`src/rtl/fb_arb_pkg.sv`:
```
// Shared types and sizes for the frame-buffer RAM arbiter.
package fb_arb_pkg;

  localparam int unsigned FB_ADDR_W  = 9;
  localparam int unsigned FB_DATA_W  = 8;
  localparam int unsigned STARVE_W   = 4;

  // Client that owns the read currently in flight.
  typedef enum logic {
    CL_DISP = 1'b0,
    CL_HOST = 1'b1
  } client_e;

endpackage : fb_arb_pkg

```
`src/rtl/fb_starve_guard.sv`:
```
// Host starvation guard: counts consecutive cycles a host read is pending and
// denied, and forces a host grant once the count reaches STARVE_MAX.
//   clk, rst_n    : clock, async active-low reset
//   host_rd_pend  : a host read is requesting this cycle
//   host_rd_gnt   : the host read won arbitration this cycle
//   force_host    : host must win this cycle regardless of the display
module fb_starve_guard
  import fb_arb_pkg::*;
#(
  parameter int unsigned STARVE_MAX = 4
) (
  input  logic clk,
  input  logic rst_n,
  input  logic host_rd_pend,
  input  logic host_rd_gnt,
  output logic force_host
);

  localparam logic [STARVE_W-1:0] CNT_MAX = STARVE_W'(STARVE_MAX);

  logic [STARVE_W-1:0] starve_cnt;
  logic [STARVE_W-1:0] starve_nxt;

  // Clear on grant or idle host, otherwise count up and saturate.
  always_comb begin
    starve_nxt = starve_cnt;
    if (!host_rd_pend || host_rd_gnt) begin
      starve_nxt = '0;
    end else if (starve_cnt < CNT_MAX) begin
      starve_nxt = starve_cnt + STARVE_W'(1);
    end
  end

  always_ff @(posedge clk or negedge rst_n) begin
    if (!rst_n) begin
      starve_cnt <= '0;
    end else begin
      starve_cnt <= starve_nxt;
    end
  end

  assign force_host = (starve_cnt == CNT_MAX);

endmodule : fb_starve_guard

```
`src/rtl/fb_ram_arbiter.sv`:
```
// Arbiter sharing one pseudo-dual-port frame-buffer RAM between the display
// scanout (read only) and the host (read/write). Host writes go straight to the
// write port; reads compete for the read port with display priority and a host
// starvation guard. A same-cycle write-to-read bypass masks the RAM's
// undefined read-during-write result.
//   disp_req/addr -> disp_gnt, disp_rvalid/rdata       display read channel
//   host_req/we/addr/wdata -> host_gnt, host_rvalid/rdata   host channel
//   ram_waddr/din/write_en, ram_raddr/read_en, ram_dout     RAM ports
module fb_ram_arbiter
  import fb_arb_pkg::*;
#(
  parameter int unsigned ADDR_W     = FB_ADDR_W,
  parameter int unsigned DATA_W     = FB_DATA_W,
  parameter int unsigned STARVE_MAX = 4
) (
  input  logic              clk,
  input  logic              rst_n,
  input  logic              disp_req,
  input  logic [ADDR_W-1:0] disp_addr,
  output logic              disp_gnt,
  output logic              disp_rvalid,
  output logic [DATA_W-1:0] disp_rdata,
  input  logic              host_req,
  input  logic              host_we,
  input  logic [ADDR_W-1:0] host_addr,
  input  logic [DATA_W-1:0] host_wdata,
  output logic              host_gnt,
  output logic              host_rvalid,
  output logic [DATA_W-1:0] host_rdata,
  output logic [ADDR_W-1:0] ram_waddr,
  output logic [DATA_W-1:0] ram_din,
  output logic              ram_write_en,
  output logic [ADDR_W-1:0] ram_raddr,
  output logic              ram_read_en,
  input  logic [DATA_W-1:0] ram_dout
);

  logic              host_rd;
  logic              host_wr;
  logic              force_host;
  logic              host_rd_win;
  logic              disp_win;
  logic              rd_win;
  logic [ADDR_W-1:0] rd_addr;
  logic [DATA_W-1:0] rd_data;

  logic              rd_inflight;
  logic              rd_inflight_nxt;
  client_e           rd_owner;
  client_e           rd_owner_nxt;
  logic              byp_hit;
  logic              byp_hit_nxt;
  logic [DATA_W-1:0] byp_data;
  logic [DATA_W-1:0] byp_data_nxt;

  // Read arbitration: display by default, host when alone or when forced.
  always_comb begin
    host_wr     = host_req & host_we;
    host_rd     = host_req & ~host_we;
    host_rd_win = host_rd & (~disp_req | force_host);
    disp_win    = disp_req & ~host_rd_win;
    rd_win      = disp_win | host_rd_win;
    rd_addr     = host_rd_win ? host_addr : disp_addr;
  end

  fb_starve_guard #(
    .STARVE_MAX (STARVE_MAX)
  ) u_guard (
    .clk          (clk),
    .rst_n        (rst_n),
    .host_rd_pend (host_rd),
    .host_rd_gnt  (host_rd_win),
    .force_host   (force_host)
  );

  // Grants and RAM enables are held low for the whole reset window.
  assign disp_gnt     = rst_n & disp_win;
  assign host_gnt     = rst_n & (host_wr | host_rd_win);
  assign ram_write_en = rst_n & host_wr;
  assign ram_waddr    = host_addr;
  assign ram_din      = host_wdata;
  assign ram_read_en  = rst_n & rd_win;
  assign ram_raddr    = rd_addr;

  // Track the read in flight; capture write data when it collides with the read.
  always_comb begin
    rd_inflight_nxt = rd_win;
    rd_owner_nxt    = rd_owner;
    byp_hit_nxt     = 1'b0;
    byp_data_nxt    = byp_data;
    if (rd_win) begin
      rd_owner_nxt = host_rd_win ? CL_HOST : CL_DISP;
    end
    if (rd_win && host_wr && (host_addr == rd_addr)) begin
      byp_hit_nxt  = 1'b1;
      byp_data_nxt = host_wdata;
    end
  end

  always_ff @(posedge clk or negedge rst_n) begin
    if (!rst_n) begin
      rd_inflight <= 1'b0;
      rd_owner    <= CL_DISP;
      byp_hit     <= 1'b0;
      byp_data    <= '0;
    end else begin
      rd_inflight <= rd_inflight_nxt;
      rd_owner    <= rd_owner_nxt;
      byp_hit     <= byp_hit_nxt;
      byp_data    <= byp_data_nxt;
    end
  end

  // Response steering: RAM data arrives the cycle after issue, so this path
  // stays combinational from ram_dout.
  always_comb begin
    rd_data     = byp_hit ? byp_data : ram_dout;
    disp_rvalid = rd_inflight & (rd_owner == CL_DISP);
    host_rvalid = rd_inflight & (rd_owner == CL_HOST);
    disp_rdata  = disp_rvalid ? rd_data : '0;
    host_rdata  = host_rvalid ? rd_data : '0;
  end

endmodule : fb_ram_arbiter
```
`config.mk`:
```
export PLATFORM = sky130hd
export DESIGN_NAME = fb_ram_arbiter
export DESIGN_NICKNAME = d
export VERILOG_FILES = /design/src/rtl/fb_arb_pkg.sv /design/src/rtl/fb_starve_guard.sv /design/src/rtl/fb_ram_arbiter.sv
export SDC_FILE = /design/constraint.sdc
export NUM_CORES = 1
export LEC_CHECK = 0
export CORE_MARGIN = 1
export CORE_UTILIZATION = 31
export CTS_CLUSTER_DIAMETER = 30
export DETAILED_ROUTE_END_ITERATION = 12
export HOLD_SLACK_MARGIN = 0.15
export PLACE_DENSITY = 0.77
export SYNTH_ARGS = -nofsm -noshare
export SYNTH_HDL_FRONTEND = slang
export SYNTH_HIERARCHICAL = 1
export SYNTH_SLANG_ARGS = --single-unit
```
`constraint.sdc`:
```
create_clock -name clk -period 2.04 [get_ports clk]
set_input_delay 0.204 -clock clk [delete_from_list [all_inputs] [get_ports clk]]
set_output_delay 0.204 -clock clk [all_outputs]
set_load 0.01 [all_outputs]
```
After elaboration in Yosys (flattened, before gate mapping)
Cells that the tools add are included.

storage, ports and cells
  word-level logic and storage cells = 39
  input port bits = 39
  output and inout port bits = 48
  bits in registers = 15

cells by class
  eq/ne operators = 2
  bitwise gates (word level) = 17
  add/sub/neg operators = 1
  multiplexer cells = 8
  reduce and logical (&&, ||, !) cells = 5
  order comparisons = 1

operators by type and width
  operator                                                                number
  8-bit two-way mux                                                       3
  1-bit bitwise AND                                                       10
  9-bit equality test                                                     1
  9-bit two-way mux                                                       1
  4-bit two-way mux                                                       2
  4-bit by 1-bit adder with 4-bit output (second input constant)          1
  4-bit by 3-bit equality test with 1-bit output (second input constant)  1
  4-bit by 3-bit < comparator with 1-bit output (second input constant)   1
  1-bit NOT                                                               4
  1-bit bitwise OR                                                        3
  1-bit logical AND                                                       2
  1-bit two-way mux                                                       2
  2-bit nonzero test                                                      1
  1-bit logical NOT                                                       1
  1-bit logical OR                                                        1

Logic depth before layout (Yosys ltp)
  depth after elaboration = 9
  gate-level depth with buffers = 8

Modules after synthesis
Netlist, hierarchy kept.

by module, submodules not included
  module           area each (µm²)  cells each  instances
  fb_ram_arbiter   988.4            104         1
  fb_starve_guard  203.9            21          1

Worst setup path after synthesis
Ideal clock, no wire load.

  kind = flip-flop to output port
  from = register u_guard.starve_cnt[0]
  to = output port ram_raddr[1]
  setup slack = 79 ps
  data required time = 1836 ps
  arrival = 1757 ps
  stages on the path, launching flop included = 7
  path through = dfrtp_1 -> inv_1 -> ha_1 -> and3_2 -> o21ai_0 -> clkbuf_1 -> mux2_2

between the ends
  cells in the longest elaborated chain, start to end = 4

ends and longest elaborated chain
  item                                            line                   source
  start, declared                                 fb_starve_guard.sv:21  logic [STARVE_W-1:0] starve_cnt;
  start signal, assigned                          fb_starve_guard.sv:38  starve_cnt <= starve_nxt;
  4-bit by 3-bit equality test with 1-bit output  fb_starve_guard.sv:42  assign force_host = (starve_cnt == CNT_MAX);
  named net force_host                            fb_ram_arbiter.sv:40   logic force_host;
  1-bit bitwise OR                                fb_ram_arbiter.sv:60   host_rd_win = host_rd & (~disp_req | force_host);
  1-bit bitwise AND                               fb_ram_arbiter.sv:60
  9-bit two-way mux                               fb_ram_arbiter.sv:63   rd_addr = host_rd_win ? host_addr : disp_addr;
  end, declared                                   fb_ram_arbiter.sv:33   output logic [ADDR_W-1:0] ram_raddr,

The timed path passes the listed nets, and every way through them passes these cells.

Worst setup path after layout
  from = register u_guard.starve_cnt[1]
  to = output port ram_raddr[8]

The elaborated chain is that of the path after synthesis.

==> flow_metrics.tcl <==
set metrics [dict create \
    die_w_um 64.0 \
    start_kind "flip-flop" \
    slew_viol_final 0 \
    yosysWarnings 6 \
    grt_use_met3_pct 3.75 \
    synth_cell_types 27 \
    setup_viol 0 \
    worstSkewPairLatency_ns 0.25 \
    num-nets-final 254 \
    diodes 0 \
    grt_pass1_wl_um 5220 \
    maxSlewHeadroom_pct 70.7 \
    power_frac_clock_pct 26.3 \
    wl_um 3240 \
    cts_buffers 3 \
    timing.final.crit_share_pct 98.6 \
    synthesis.nets 166 \
    status "finished, final reports clean" \
    routed_via_density 4.53 \
    clockBufferDepth 2 \
    hold_class "in2async" \
    rr_worst_depth 9 \
    die_h_um 64.0 \
    arrival_ns 1.81 \
    cts_tree "yes" \
    drt_iter0_drc 26 \
    async_flop_share_pct 100 \
    clock_sinks 15 \
    n_fill_cell 325 \
    drc 0 \
    cp-startpoint "u_guard/starve_cnt[1]" \
    r2r_setup_slack_ns 0.46 \
    dr_total_vias 1179 \
    grt-ovfl-total 0 \
    fin_util_pct 59.8 \
    fin_tns_setup_ns 0 \
    dieArea_um2 4100 \
    p_switching_mw 0.235 \
    row_count 22 \
    maxCapViolations 0 \
    io_buffers 86 \
    endpoint_kind "output pin" \
    core-area_um2 3690 \
    synth_edf_count 0 \
    worst_pin_slew_ns 0.440 \
    power_frac_comb_pct 39.5 \
    path_max_fanout 4 \
    swShare_pct 26.1 \
    hpwl_um 2540 \
    worstPathRequired_ns 1.84 \
    leakage_nw 1.00 \
    avgSynthCellArea_um2 9.54 \
    place_congestion 0.719 \
    io_pins 87 \
    clk_pin_slew_worst_paths_ns 0.06 \
    drive_above_1_share_pct 25.0 \
    grt_usage_pct 16.7 \
    synth_area_leaders "dfrtp_1 (31%), buf_4 (11%), mux2_4 (10%), mux2_2 (8.5%), mux2i_1 (6.7%)" \
    grt_max_degree 10 \
    netlist.area_leader.share_pct 31.5 \
    rsz0062_at_grt "true" \
    synth_cells 125 \
    area_growth_pct 85.0 \
    reg2reg_from "u_guard/starve_cnt[1]" \
    yosys-top-cells-count "buf_4 (17), nor2_1 (17), dfrtp_1 (15)" \
    whs_ns 0.420 \
    ys_ff_latch 15 \
    antenna_found_initial 0 \
    synth_area_um2 1190 \
    stdcell_area_um2 2210 \
    synthFlopType "dfrtp_1" \
    ant_nets 0 \
    p_per_area_nw_per_um2 409 \
    clock.fmax_mhz 497 \
    vdd_drop_max_mv 0.208 \
    finalHoldViolCount 0 \
    root_buffer "clkbuf_8" \
    yosysTopAreaCell "dfrtp_1" \
    wl_per_cell_um 12.5 \
    start_util_pct 32.3 \
    drtPass1Iterations 4 \
    internal_power_mw 0.666 \
    grt_use_met2_pct 29.8 \
    post_dp_cell_area_um2 2060 \
    worstSetupPathType "reg2out" \
    r2r-end "u_guard/starve_cnt[0]" \
    endpoint "ram_raddr[8]" \
    finClkSkew_ns 0.000845 \
    grt_pass1_vias 1224 \
    h-tree-depth 1 \
    synth.yosys.seq_area_share_pct 31.5 \
    sequentialPowerShare_pct 34.2 \
    grt_use_met1_pct 18.9 \
    period_minus_slack_ns 2.01 \
    grt-busiest-layer "met2" \
]
critical path: stages (launching register included):
cell and delay, ns:
dfrtp_1 0.35, inv_1 0.05, ha_2 0.17, and3_4 0.18
o21ai_4 0.14, buf_6 0.13, buf_4 0.11, mux2_4 0.30
buf_6 0.12
area by class of cell:
| cell class | count | area, um^2 | share of cell area, % |
|---|---|---|---|
| Timing Repair Buffer | 104 | 1010 | 45.7 |
| Multi-Input combinational cell | 81 | 687 | 31.1 |
| Sequential cell | 15 | 375 | 17.0 |
| Tap cell | 48 | 60.1 | 2.72 |
| Clock buffer | 4 | 45.0 | 2.04 |
| Inverter | 8 | 30.0 | 1.36 |
how the worst min path moves through the flow:
stage	end	depth (start not counted)
CTS	rd_owner	2
floorplan	byp_data[0]	0
detailed placement	rd_owner	1
finish	rd_owner	2
global placement	rd_owner	1
global route	rd_owner	2
per-layer routing:
metal / part of all wire, % / wire, um
met2: 48 / 1560
met3: 7.7 / 249
met5: 0 / 0
met1: 43 / 1380
met4: 1.6 / 53
cells by family after synthesis:
group	after synthesis	synth area share (%)
AO/OA/AOI/OAI	8	3.78
XOR/XNOR	9	6.61
adder cells (fa/ha/maj)	2	2.10
buffers and inverters	29	15.1
flip-flops	15	31.5
multiplexers	25	25.3
AND/OR/NAND/NOR	37	15.6
per-stage QoR:
stage	std cells	setup WS [ns]	total power, mW
4_1_cts	261	-0.0563	0.908
3_5_place_dp	251	-0.193	0.650
3_3_place_gp	251	-0.116	0.646
5_1_grt	260	-0.0390	0.951
2_1_floorplan	125	0.0786	0.447
6_report	260	0.0295	0.902
cell usage in the layout, fill, tap and decap left out, drive strengths merged, types with 4 or more instances in the layout:
cell           count
mux2              17
xnor2              8
mux2i              8
nor2              17
dfrtp             15
clkdlybuf4s50     74
inv                8
nand4              4
clkbuf             5
buf               27
sequential cells by signal, summed over array words and instances, names as in the netlist:
register	cells
byp_data	8
u_guard/starve_cnt	4
byp_hit	1
rd_inflight	1
rd_owner	1
power by group through the flow:
stage	Clock, mW	Sequential [mW]	Combinational [mW]
after floorplan	0	0.313	0.134
after global placement	0	0.313	0.333
after detailed placement	0	0.314	0.336
after CTS	0.245	0.308	0.355
after global routing	0.260	0.309	0.382
final	0.237	0.308	0.356
timing repair:
| item | 4_1_cts | 5_1_grt |
|---|---|---|
| cloned | 0 | 0 |
| hold buffers | 0 | 0 |
| resized for setup | 63 | 8 |
| endpoints found under the setup margin | 12 | 9 |
| buffers inserted | 6 | 2 |
| pin swaps | 1 | 2 |
(Power assumes the default switching activity.)
